==> src/rtl/regfile_wb_arbiter.sv <==
// Register-file write-port sequencer: zero-clear walk after reset or clear_req, then one writeback grant per cycle.
// Define WB_ROUND_ROBIN_EN for round-robin arbitration; the default build uses fixed priority (index 0 highest).
module regfile_wb_arbiter #(
  parameter int DATA_WIDTH    = 32,
  parameter int ADDRESS_WIDTH = 5,
  parameter int NUM_REGS      = 32,
  parameter int NUM_REQ       = 3
) (
  input  logic                             clk,
  input  logic                             rst,
  input  logic                             clear_req,
  input  logic [NUM_REQ-1:0]               req_valid,
  input  logic [NUM_REQ*ADDRESS_WIDTH-1:0] req_dest,
  input  logic [NUM_REQ*DATA_WIDTH-1:0]    req_data,
  output logic [NUM_REQ-1:0]               req_ready,
  output logic                             rg_wrt_en,
  output logic [ADDRESS_WIDTH-1:0]         rg_wrt_dest,
  output logic [DATA_WIDTH-1:0]            rg_wrt_data,
  output logic                             init_done
);

  typedef enum logic {
    CLEAR = 1'b0,
    ARB   = 1'b1
  } state_t;

  localparam logic [ADDRESS_WIDTH-1:0] LAST_REG = ADDRESS_WIDTH'(NUM_REGS - 1);

  state_t                     r_state;
  state_t                     w_state_next;
  logic [ADDRESS_WIDTH-1:0]   r_clr_cnt;
  logic                       r_wrt_en;
  logic [ADDRESS_WIDTH-1:0]   r_wrt_dest;
  logic [DATA_WIDTH-1:0]      r_wrt_data;

  logic                       w_found;
  logic                       w_xfer;
  logic [NUM_REQ-1:0]         w_ready;
  logic [ADDRESS_WIDTH-1:0]   w_sel_dest;
  logic [DATA_WIDTH-1:0]      w_sel_data;

`ifdef WB_ROUND_ROBIN_EN
  localparam int IDX_W = (NUM_REQ > 1) ? $clog2(NUM_REQ) : 1;
  logic [IDX_W-1:0]           r_rr_ptr;
  logic [IDX_W-1:0]           w_rr_next;

  // Rotating search starting at r_rr_ptr; the first valid requester found wins.
  always_comb begin
    int v_idx;
    v_idx      = 0;
    w_found    = 1'b0;
    w_ready    = '0;
    w_sel_dest = '0;
    w_sel_data = '0;
    w_rr_next  = r_rr_ptr;
    for (int k = 0; k < NUM_REQ; k++) begin
      v_idx = int'(r_rr_ptr) + k;
      if (v_idx >= NUM_REQ) v_idx = v_idx - NUM_REQ;
      if (!w_found && req_valid[v_idx]) begin
        w_found    = 1'b1;
        w_ready[v_idx] = 1'b1;
        w_sel_dest = req_dest[v_idx*ADDRESS_WIDTH +: ADDRESS_WIDTH];
        w_sel_data = req_data[v_idx*DATA_WIDTH +: DATA_WIDTH];
        w_rr_next  = (v_idx == NUM_REQ - 1) ? '0 : IDX_W'(v_idx + 1);
      end
    end
  end
`else
  // Fixed priority: the lowest valid index wins.
  always_comb begin
    w_found    = 1'b0;
    w_ready    = '0;
    w_sel_dest = '0;
    w_sel_data = '0;
    for (int i = 0; i < NUM_REQ; i++) begin
      if (!w_found && req_valid[i]) begin
        w_found    = 1'b1;
        w_ready[i] = 1'b1;
        w_sel_dest = req_dest[i*ADDRESS_WIDTH +: ADDRESS_WIDTH];
        w_sel_data = req_data[i*DATA_WIDTH +: DATA_WIDTH];
      end
    end
  end
`endif

  // Grants are only visible in ARB, out of reset, and when no clear is being requested.
  assign req_ready = (!rst && r_state == ARB && !clear_req) ? w_ready : '0;
  assign w_xfer    = (r_state == ARB) && !clear_req && w_found;

  always_comb begin
    w_state_next = r_state;
    case (r_state)
      CLEAR:   if (r_clr_cnt == LAST_REG) w_state_next = ARB;
      ARB:     if (clear_req) w_state_next = CLEAR;
      default: w_state_next = CLEAR;
    endcase
  end

  always_ff @(posedge clk) begin
    if (rst) r_state <= CLEAR;
    else     r_state <= w_state_next;
  end

  always_ff @(posedge clk) begin
    if (rst) begin
      r_clr_cnt  <= '0;
      r_wrt_en   <= 1'b0;
      r_wrt_dest <= '0;
      r_wrt_data <= '0;
    end else if (r_state == CLEAR) begin
      r_wrt_en   <= 1'b1;
      r_wrt_dest <= r_clr_cnt;
      r_wrt_data <= '0;
      r_clr_cnt  <= (r_clr_cnt == LAST_REG) ? '0 : r_clr_cnt + 1'b1;
    end else if (w_xfer) begin
      // x0 completes the handshake but never reaches the register file.
      r_wrt_en   <= (w_sel_dest != '0);
      r_wrt_dest <= w_sel_dest;
      r_wrt_data <= w_sel_data;
    end else begin
      r_wrt_en   <= 1'b0;
    end
  end

`ifdef WB_ROUND_ROBIN_EN
  always_ff @(posedge clk) begin
    if (rst)         r_rr_ptr <= '0;
    else if (w_xfer) r_rr_ptr <= w_rr_next;
  end
`endif

  assign rg_wrt_en   = r_wrt_en;
  assign rg_wrt_dest = r_wrt_dest;
  assign rg_wrt_data = r_wrt_data;
  assign init_done   = (r_state == ARB);

endmodule

==> config.mk <==
export PLATFORM = sky130hd
export DESIGN_NAME = regfile_wb_arbiter
export DESIGN_NICKNAME = d
export VERILOG_FILES = /design/src/rtl/regfile_wb_arbiter.sv
export SDC_FILE = /design/constraint.sdc
export NUM_CORES = 1
export LEC_CHECK = 0
export CAP_MARGIN = 20
export CORE_ASPECT_RATIO = 1.5
export CORE_MARGIN = 10
export CORE_UTILIZATION = 40
export CTS_CLUSTER_SIZE = 14
export DETAILED_ROUTE_END_ITERATION = 10
export PLACE_DENSITY = 0.84
export SETUP_SLACK_MARGIN = 0.5
export SKIP_CTS_REPAIR_TIMING = 1
export SLEW_MARGIN = 20
export SYNTH_ARGS = -nofsm -noshare
export SYNTH_HDL_FRONTEND = slang
export SYNTH_SLANG_ARGS = --single-unit
==> constraint.sdc <==
create_clock -name clk -period 2.5 [get_ports clk]
set_clock_uncertainty 0.05 [all_clocks]
set_input_delay 0.375 -clock clk [delete_from_list [all_inputs] [get_ports clk]]
set_output_delay 0.375 -clock clk [all_outputs]
set_load 0.005 [all_outputs]
After elaboration in Yosys (flattened, before gate mapping)
Cells that the tools add are included.
{"block": "word_totals", "out_inout_bits": 42, "in_bits": 117, "ff_bits": 44, "wordCells": 41}
{"block": "classes", "eq_ne": 2, "n_addsub": 1, "n_bitwise": 1, "n_mux": 20, "reduce_logical": 12}
{"cell": "$mux W32", "count": 3}
{"cell": "$mux W5", "count": 6}
{"cell": "$mux W1", "count": 9}
{"cell": "$logic_and A1 B1 Y1", "count": 6}
{"cell": "$add A5 B1 Y5 const B", "count": 1}
{"cell": "$eq A5 B5 Y1 const B", "count": 1}
{"cell": "$reduce_bool A5 Y1", "count": 1}
{"cell": "$logic_not A1 Y1", "count": 4}
{"cell": "$mux W3", "count": 1}
{"cell": "$ne A2 B1 Y1 const B", "count": 1}
{"cell": "$pmux W1 S2", "count": 1}
{"cell": "$reduce_or A2 Y1", "count": 1}
{"cell": "$not A1 Y1", "count": 1}

Depth between registers and ports, before layout
Gate-level depths: netlist of run 1.
{"block": "depth", "depth_word": 10, "mapped_depth": 7, "ltp_nobuf": 6}

Worst setup path after synthesis of run 1
No wires, ideal clock.
{"block": "synth_timing", "path_kind": "input-to-output", "start": "in req_valid[1]", "end": "out req_ready[1]", "required_time_ps": 2075, "t_arrival_ps": 1084, "setup_slack_ps": 991, "path_buffers": 2, "stages": 3, "cell_sequence": "buf_4 -> clkbuf_1 -> nor4b_1"}
{"block": "synth_via", "elab_chain_len": 3}
{"element": "start: declaration", "line": "12", "text": "input logic [NUM_REQ-1:0] req_valid,"}
{"element": "$logic_and A1 B1 Y1", "line": "76", "text": "if (!w_found && req_valid[i]) begin"}
{"element": "$mux W1", "line": "76"}
{"element": "$mux W3", "line": "87", "text": "assign req_ready = (!rst && r_state == ARB && !clear_req) ? w_ready : '0;"}
{"element": "end: declaration", "line": "15", "text": "output logic [NUM_REQ-1:0] req_ready,"}
No other way between the ends.

Final worst setup path of run 1
{"block": "layout_timing", "start": "in rst", "end": "out req_ready[0]"}
{"block": "layout_via", "elab_chain_len": 4}
{"element": "start: declaration", "line": "10", "text": "input logic rst,"}
{"element": "$logic_not A1 Y1", "line": "87"}
{"element": "$logic_and A1 B1 Y1 (2 in series)", "line": "87"}
{"element": "$mux W3", "line": "87"}
No other way between the ends.

==> reports/metrics.yaml, run 1 <==
port-buffer-count: 158
wl_per_cell_um: 18.63
synth_fa_ha_area_frac: 0.009960
placeableCoreArea_sq_um: 6131
register_clock_pin_slew_on_the_reported_worst_setup_and_hold_paths_ns: 0.09
period_share: 0.8838
drv_cap: 0
num_antenna_cells: 0
worst_hold_path_type: "register to register"
crit_path_end_kind: "output port"
drc: 0
grt_first_pass_wirelength_um: 15090
synth.cell_area_sq_um: 2512
dominant_combinational_cell_family_by_area_after_synthesis: "simple AND/OR/NAND/NOR gates"
gr_ovfl_total: 0
final_ant_viol_nets: 0
finalMaxSlewViolations: 0
hpwlAfterDp_um: 7558
synthesis_stage_register_bit_count: 44
chipHeight_um: 117.1
slowest_stage: "clkdlybuf4s50_1"
post-synth-top-area-cell: "dfxtp_1"
floorplan.initialDensity: 0.4098
power.density_cell_area_nw_per_um2: 391.5
irDropWorstVdd_mv: 0.3514
critical_path_arrival_ns: 1.78
slew_headroom: 0.4347
ctsRootBufferMaster: "clkbuf_8"
unrepaired_setup_endpoints_after_global_routing: "true"
synth_nets: 430
yosys.area.top_type_share: 0.3506
syn-mean-instance-area_sq_um: 8.078
first_global_vias: 3039
result_of_the_run: "finished, final reports clean"
synth_simple_gate_area_frac: 0.2794
crit_type: "input port to output port"
drt_first_iter_violations: 147
crit_path_max_incr_delay_ns: 0.54
placed_area_sq_um: 4103
minimum_period_implied_by_the_final_worst_setup_slack_ns: 2.210
critical_path.startpoint_type: "input port"
synthTopCellsByArea: "dfxtp_1, a221o_1, a21oi_1, nand2b_1, nand3_1"
largest_net_degree_at_the_start_of_global_routing: 32
seq_area_frac_synth: 0.3506
syn-instance-count: 311
max_freq_ghz: 0.4526
row_count: 35
grt_antenna_before_repair: 0
via_count: 2872
route.final.wire_length_um: 9872
max-clock-path-buffers: 2
clkLatencyLatePin_ns: 0.29
setup_viol: 0
cpMostUsedCell: "clkdlybuf4s50_1"
cp_top_family: "buffers and inverters"
final_cell_area_sq_um: 4240
worst_slew_pin_slew_ns: 0.8442
die_w_um: 84.71
cts-buffers-inserted: 5
final_util: 0.6916
numClockSinks: 44
vias_per_cell: 5.419
nNetsFinal: 574
syn_to_final_growth_pct: 68.78
drt_pass1_iterations: 4
gp_congestion: 0.7667
synth_xor_xnor_area_share: 0
leakage_nw: 1.455
critical_path.cell_chain: "clkdlybuf4s50_1 > nand2b_2 > nor3b_1 > clkdlybuf4s50_1"
die_footprint_sq_um: 9917
grt_use_total: 0.1862
i_o_pins: 159
synth.area.mux_share: 0.007968
worstPathBufferInverterCount: 2
synth_compound_area_frac: 0.2694
post_synth_num_cell_types: 28
yosysWarnings: 0
drive_above_1_share: 0.05921
hold_viol_final: 0
timing.critical_path.fanout_max: 5
tritoncts: "done"
htreeDepth: 2
setup_tns_ns: 0
critPathRequiredTime_ns: 2.08
[registers in the layout, summed over array words and instances (netlist names)]
| signal | flops |
|---|---|
| init_done | 1 |
| r_clr_cnt | 5 |
| rg_wrt_data | 32 |
| rg_wrt_dest | 5 |
| rg_wrt_en | 1 |
[final cells by class]
| type | instances | area, sq um |
|---|---|---|
| Clock buffer | 7 | 96.34 |
| Clock inverter | 1 | 30.03 |
| Fill cell | 545 | 1891 |
| Inverter | 1 | 3.754 |
| Multi-Input combinational cell | 233 | 1430 |
| Sequential cell | 44 | 880.8 |
| Tap cell | 74 | 92.59 |
| Timing Repair Buffer | 170 | 1707 |
[cell families after synthesis]
group,after synthesis
fa+ha+maj,2
simple gates,135
buf+inv,34
compound gates,94
flops,44
mux,2
[per-layer routing]
metal / global-route usage / routed length [um] / share of wire
met1: 0.1801 / 3579 / 0.36
met3: 0.05956 / 690 / 0.070
met5: 0 / 0 / 0
met2: 0.3549 / 5379 / 0.54
met4: 0.07489 / 223 / 0.023
[Yosys cell counts (all sizes together)]
library cell / instances
a221oi: 1
o311ai: 1
ha: 2
o311a: 1
a31oi: 6
nand4: 1
mux2i: 2
a211oi: 1
nor3b: 2
buf: 23
a221o: 32
inv: 1
nor2b: 11
nand2b: 33
nand3b: 6
and3: 1
nor3: 4
clkbuf: 10
nor2: 6
o21ai: 2
dfxtp: 44
nand2: 38
a21oi: 50
nor4b: 1
nand3: 32
[cells in the final DEF (no fill, tap or decap), drive strengths merged]
| cell type | count |
|---|---|
| a21oi | 50 |
| dfxtp | 44 |
| clkdlybuf4s50 | 153 |
| a221oi | 1 |
| nor2 | 6 |
| nor2b | 11 |
| nor4b | 1 |
| ha | 2 |
| nand2 | 38 |
| o311ai | 1 |
| o311a | 1 |
| o21ai | 2 |
| nand3b | 6 |
| nor3 | 4 |
| a31oi | 6 |
| and3 | 1 |
| dlymetal6s2s | 3 |
| a211oi | 1 |
| nand4 | 1 |
| bufinv | 1 |
| nand3 | 32 |
| nor3b | 2 |
| a221o | 32 |
| clkbuf | 7 |
| mux2i | 2 |
| nand2b | 33 |
| buf | 14 |
| inv | 1 |
[report_power, final]
group / switching (mW) / internal (mW)
logic: 0.110 / 0.231
clock network: 0.250 / 0.353
registers: 0.00764 / 0.708
[worst paths after layout]
kind / start / to / slack, ns / cells past startpoint
hold reg to reg: rg_wrt_data[10]$_SDFFE_PP0P_ / rg_wrt_data[10]$_SDFFE_PP0P_ / 0.41 / 2
setup reg to reg: init_done$_SDFF_PP0_ / rg_wrt_data[30]$_SDFFE_PP0P_ / 0.85 / 5
setup / recovery: rst / req_ready[0] / 0.29 / 4
hold / removal: rg_wrt_data[10]$_SDFFE_PP0P_ / rg_wrt_data[10]$_SDFFE_PP0P_ / 0.41 / 2
[worst reg2reg max path: cells and delay by family (launching register included)]
kind,cells,cell delay (ns)
buffers and inverters,2,0.50
AND/OR/NAND/NOR,1,0.12
flip-flops,1,0.36
AO/OA/AOI/OAI,2,0.57
[metrics by stage]
stage	setup WS (ns)	std cells	hold WS (ns)	total power, mW
5_1_grt	0.2091	530	0.4236	1.734
3_5_place_dp	0.1328	522	0.3953	1.072
6_report	0.2905	530	0.4055	1.660
2_1_floorplan	0.9914	311	0.3912	0.8580
3_3_place_gp	0.1253	522	0.3908	1.069
4_1_cts	0.2112	530	0.4076	1.679
(Power assumes the default switching activity.)
==> run 2: changes to the inputs <==
- CORE_UTILIZATION: 40 -> 30
- PLACE_DENSITY: 0.84 -> 0.65
==> run 2 against run 1 <==
Net effect:
- setup slack worse by 0.052 ns
- via count is 0.66% lower
- first-iteration DRC count up 28%
- die area grew 26%
==> reports/metrics.yaml, run 2 (same netlist as run 1, synthesis figures left out) <==
unrepaired_setup_endpoints_after_global_routing: "true"
setup_viol: 0  # unchanged
nNetsFinal: 575  # +0.17%
max_freq_ghz: 0.4422  # -2.3%
ctsRootBufferMaster: "clkbuf_16"
final_ant_viol_nets: 0  # unchanged
i_o_pins: 159  # unchanged
gp_congestion: 0.7717  # +0.65%
port-buffer-count: 158  # unchanged
cts-buffers-inserted: 5  # unchanged
hold_viol_final: 0  # unchanged
multi_input_comb_area_sq_um: 1434  # +0.26%
floorplan.initialDensity: 0.3099  # -0.09992
vias_per_cell: 5.077  # -6.3%
grt_first_pass_wirelength_um: 15380  # +1.9%
cp-startpoint: "rst"
final_cell_area_sq_um: 4280  # +0.94%
regToRegEndpoint: "rg_wrt_data[2]$_SDFFE_PP0P_"
worstReg2RegStart: "init_done$_SDFF_PP0_"
irDropWorstVdd_mv: 0.2464  # -30%
chipHeight_um: 132.1  # +13%
drt_pass1_iterations: 4  # unchanged
timing.critical_path.fanout_max: 5  # unchanged
register_clock_pin_slew_on_the_reported_worst_setup_and_hold_paths_ns: 0.06  # -0.03 ns
leakage_nw: 1.434  # -1.4%
crit_type: "input port to output port"
worst_slew_pin_slew_ns: 0.4800  # -0.3642 ns
grt_use_total: 0.1520  # -0.03417
drive_above_1_share: 0.05470  # -0.004506
drt_first_iter_violations: 188  # +28%
most-common-layout-cells: "clkdlybuf4s50_1, a21oi_1, dfxtp_1"
placeableCoreArea_sq_um: 8108  # +32%
grt_antenna_before_repair: 0  # unchanged
num_antenna_cells: 0  # unchanged
drc: 0  # unchanged
power_mw: 1.707  # +2.8%
finalMaxSlewViolations: 0  # unchanged
power.density_cell_area_nw_per_um2: 398.8  # +1.9%
worst_hold_path_type: "register to register"
tritoncts: "done"
route.final.wire_length_um: 9836  # -0.36%
critPathRequiredTime_ns: 2.08  # about the same
reg2reg_setup_slack_ns: 0.84  # about the same
placed_area_sq_um: 4124  # +0.52%
wl_per_cell_um: 17.50  # -6.0%
crit_path_end_kind: "output port"
syn_to_final_growth_pct: 70.37
largest_register_ff_count: 32  # unchanged
clkLatencyLatePin_ns: 0.28  # about the same
critPathCapture: "req_ready[1]"
row_count: 40  # +14%
largest_net_degree_at_the_start_of_global_routing: 39  # +22%
minimum_period_implied_by_the_final_worst_setup_slack_ns: 2.261  # +0.05166 ns
result_of_the_run: "finished, final reports clean"
htreeDepth: 2  # unchanged
period_share: 0.9045  # +0.02066
hpwlAfterDp_um: 7545  # -0.18%
r2r_cells: 5  # unchanged
setup_tns_ns: 0  # unchanged
gr_ovfl_total: 0  # unchanged
layout.area.seq_sq_um: 880.8  # unchanged
slew_headroom: 0.6793  # +0.2446
critical_path_arrival_ns: 1.84  # +0.06 ns
first_global_vias: 2978  # -2.0%
numClockSinks: 44  # unchanged
layout.filler_cells: 786  # +44%
drv_cap: 0  # unchanged
critical_path.startpoint_type: "input port"
die_w_um: 94.72  # +12%
max-clock-path-buffers: 2  # unchanged
die_footprint_sq_um: 12510  # +26%
via_count: 2853  # -0.66%
layout_commonest_cell: "clkdlybuf4s50_1"
[run 2: metrics by stage]
step / setup slack [ns] / util / hold WS [ns] / instances
final: 0.2388 / 0.5279 / 0.4009 / 562
after global placement: 0.1418 / 0.5086 / 0.3919 / 554
after CTS: 0.1887 / 0.5267 / 0.4040 / 562
after detailed placement: 0.1121 / 0.5086 / 0.3954 / 554
after global routing: 0.1589 / 0.5279 / 0.4182 / 562
after floorplan: 0.9914 / - / 0.3912 / 311
[run 2: worst max-delay path, stage by stage]
cell,delay [ns]
clkdlybuf4s50_1,0.41
nand2b_2,0.23
nor4b_1,0.26
clkdlybuf4s50_1,0.56
[run 2: area by class of cell]
cell class,instances,area share
multi-input cells,233,0.3350
flip-flops and latches,44,0.2058
repair buffers,171,0.3935
well taps,105,0.03069
clock buffers,8,0.03420
inverters,1,0.0008769
[run 2: worst min path at each step]
stage	slack (ns)	start	to	depth (start not counted)
2_1_floorplan	0.39	rst	rg_wrt_en$_SDFF_PP0_	1
3_3_place_gp	0.39	rg_wrt_data[24]$_SDFFE_PP0P_	rg_wrt_data[24]$_SDFFE_PP0P_	2
3_5_place_dp	0.40	rg_wrt_data[28]$_SDFFE_PP0P_	rg_wrt_data[28]$_SDFFE_PP0P_	2
4_1_cts	0.40	rg_wrt_data[22]$_SDFFE_PP0P_	rg_wrt_data[22]$_SDFFE_PP0P_	2
5_1_grt	0.42	rg_wrt_data[27]$_SDFFE_PP0P_	rg_wrt_data[27]$_SDFFE_PP0P_	2
6_report	0.40	rg_wrt_data[28]$_SDFFE_PP0P_	rg_wrt_data[28]$_SDFFE_PP0P_	2
[run 2: power breakdown]
part | leakage, nW | internal (mW) | switching [mW]
Combinational | 1.01 | 0.230 | 0.109
Clock | 0.0712 | 0.399 | 0.254
Sequential | 0.356 | 0.709 | 0.00727
[run 2: metal layers]
metal	vias to the layer above	share of wire	GRT usage
met5	-	0	0
met4	0	0.018	0.04090
met3	12	0.075	0.05131
met2	88	0.53	0.2767
met1	1334	0.37	0.1580
li1	1419	-	-
==> run 3: changes to the inputs <==
- REMOVE_ABC_BUFFERS: not set -> 1
==> run 3 against run 2 <==
Net effect:
- global-route usage decreased by 0.68 points
- sequential cell count stayed put
- cell count is 0.53% lower
- highest routed layer is now met5
- largest power group unchanged
- wire length fell by 4.4%
- core utilization down 0.14 points
- total power decreased by 0.96%
- design area is 0.26% lower
- setup slack better by 0.34 ns
==> reports/metrics.yaml, run 3 (same netlist as run 1, synthesis figures left out) <==
cp-startpoint: "init_done$_SDFF_PP0_"
worstReg2RegStart: "r_clr_cnt[0]$_SDFFE_PP0N_"
timing.critical_path.fanout_max: 24  # +19
first_global_vias: 2889  # -3.0%
die_w_um: 94.72  # unchanged
slowest_stage: "clkdlybuf4s50_1"
via_count: 2792  # -2.1%
period_share: 0.7692  # -0.1353
final_cell_area_sq_um: 4269  # -0.26%
unrepaired_setup_endpoints_after_global_routing: "true"
ctsRootBufferMaster: "clkbuf_16"
worstPathBufferInverterCount: 2  # unchanged
critPathRequiredTime_ns: 2.08  # about the same
syn_to_final_growth_pct: 69.92
max_freq_ghz: 0.5200  # +18%
final_util: 0.5265  # -0.001389
num_antenna_cells: 0  # unchanged
hpwlAfterDp_um: 7313  # -3.1%
drt_first_iter_violations: 117  # -38%
vias_per_cell: 4.995  # -1.6%
cts-buffers-inserted: 5  # unchanged
placeableCoreArea_sq_um: 8108  # unchanged
slew_headroom: 0.5835  # -0.09580
hold_viol_final: 0  # unchanged
crit_type: "register to output port"
grt_use_total: 0.1453  # -0.006775
layout_commonest_cell: "clkdlybuf4s50_1"
numClockSinks: 44  # unchanged
register_clock_pin_slew_on_the_reported_worst_setup_and_hold_paths_ns: 0.06  # about the same
nNetsFinal: 572  # -0.52%
drc: 0  # unchanged
minimum_period_implied_by_the_final_worst_setup_slack_ns: 1.923  # -0.3381 ns
clkLatencyLatePin_ns: 0.28  # about the same
drive_above_1_share: 0.05507  # +0.0003615
worstHoldStart: "rg_wrt_data[29]$_SDFFE_PP0P_"
drt_pass1_iterations: 4  # unchanged
port-buffer-count: 158  # unchanged
placed_area_sq_um: 4089  # -0.85%
leakage_nw: 1.467  # +2.3%
gp_congestion: 0.7393  # -4.2%
most-common-layout-cells: "clkdlybuf4s50_1, a21oi_1, dfxtp_1"
critical_path.cell_chain: "buf_4 > clkdlybuf4s50_1"
grt_first_pass_wirelength_um: 14790  # -3.8%
worst_slew_pin_slew_ns: 0.6248  # +0.1447 ns
max-clock-path-buffers: 2  # unchanged
row_count: 40  # unchanged
htreeDepth: 2  # unchanged
critical_path.startpoint_type: "register"
layout.filler_cells: 823  # +4.7%
critical_path_arrival_ns: 1.50  # -0.34 ns
final_ant_viol_nets: 0  # unchanged
wl_per_cell_um: 16.82  # -3.9%
grt_antenna_before_repair: 1  # +1
cp_top_family: "buffers and inverters"
floorplan.initialDensity: 0.3099  # unchanged
worst_hold_path_type: "register to register"
irDropWorstVdd_mv: 0.2447  # -0.67%
crit_path_end_kind: "output port"
finalMaxSlewViolations: 0  # unchanged
drv_cap: 0  # unchanged
setup_viol: 0  # unchanged
power.density_cell_area_nw_per_um2: 396.1  # -0.69%
number_of_gates_on_the_worst_path_with_buffers_counted: 2  # -2
die_footprint_sq_um: 12510  # unchanged
setup_tns_ns: 0  # unchanged
whs_path_depth: 2  # unchanged
crit_path_max_incr_delay_ns: 0.56  # about the same
tritoncts: "done"
multi_input_comb_area_sq_um: 1450  # +1.1%
largest_register_ff_count: 32  # unchanged
r2r_cells: 6  # +1
largest_net_degree_at_the_start_of_global_routing: 65  # +67%
i_o_pins: 159  # unchanged
gr_ovfl_total: 0  # unchanged
chipHeight_um: 132.1  # unchanged
route.final.wire_length_um: 9404  # -4.4%
layout.area.seq_sq_um: 880.8  # unchanged
result_of_the_run: "finished, final reports clean"
## run 3: final cells by class
class,count,share of cell area
clock buffers,8,0.03429
well taps,105,0.03077
repair buffers,168,0.3880
multi-input cells,233,0.3397
inverters,1,0.0008793
flip-flops and latches,44,0.2063
## run 3: metal layers
metal	GRT usage	vias to the layer above	wire (um)
li1	-	1409	-
met1	0.1475	1275	3475
met2	0.2557	94	4901
met3	0.06442	12	850
met4	0.04424	2	170
met5	0	-	7
## run 3: final timing paths
check                                  to  slack (ns)
max                             init_done        0.58
min          rg_wrt_data[29]$_SDFFE_PP0P_        0.40
max reg2reg     r_clr_cnt[3]$_SDFFE_PP0N_        0.92
min reg2reg  rg_wrt_data[29]$_SDFFE_PP0P_        0.40
## run 3: tightest hold or removal path, delay by kind of cell, from the launching register on
family | cells | cell delay [ns]
flops | 1 | 0.30
simple gates | 1 | 0.05
compound gates | 1 | 0.05
## run 3: stage by stage
stage	setup WS, ns	total power, mW	cells	hold slack [ns]
after global placement	0.1726	1.056	551	0.3919
after CTS	0.1074	1.713	559	0.4047
after floorplan	0.2197	0.8200	278	0.3912
after global routing	0.5061	1.768	559	0.4202
final	0.5770	1.691	559	0.4025
after detailed placement	0.1166	1.061	551	0.3965
## run 3: where the power goes
group | switching, mW | internal (mW)
Sequential | 0.00725 | 0.709
Clock | 0.247 | 0.398
Combinational | 0.104 | 0.225
Total | 0.358 | 1.33
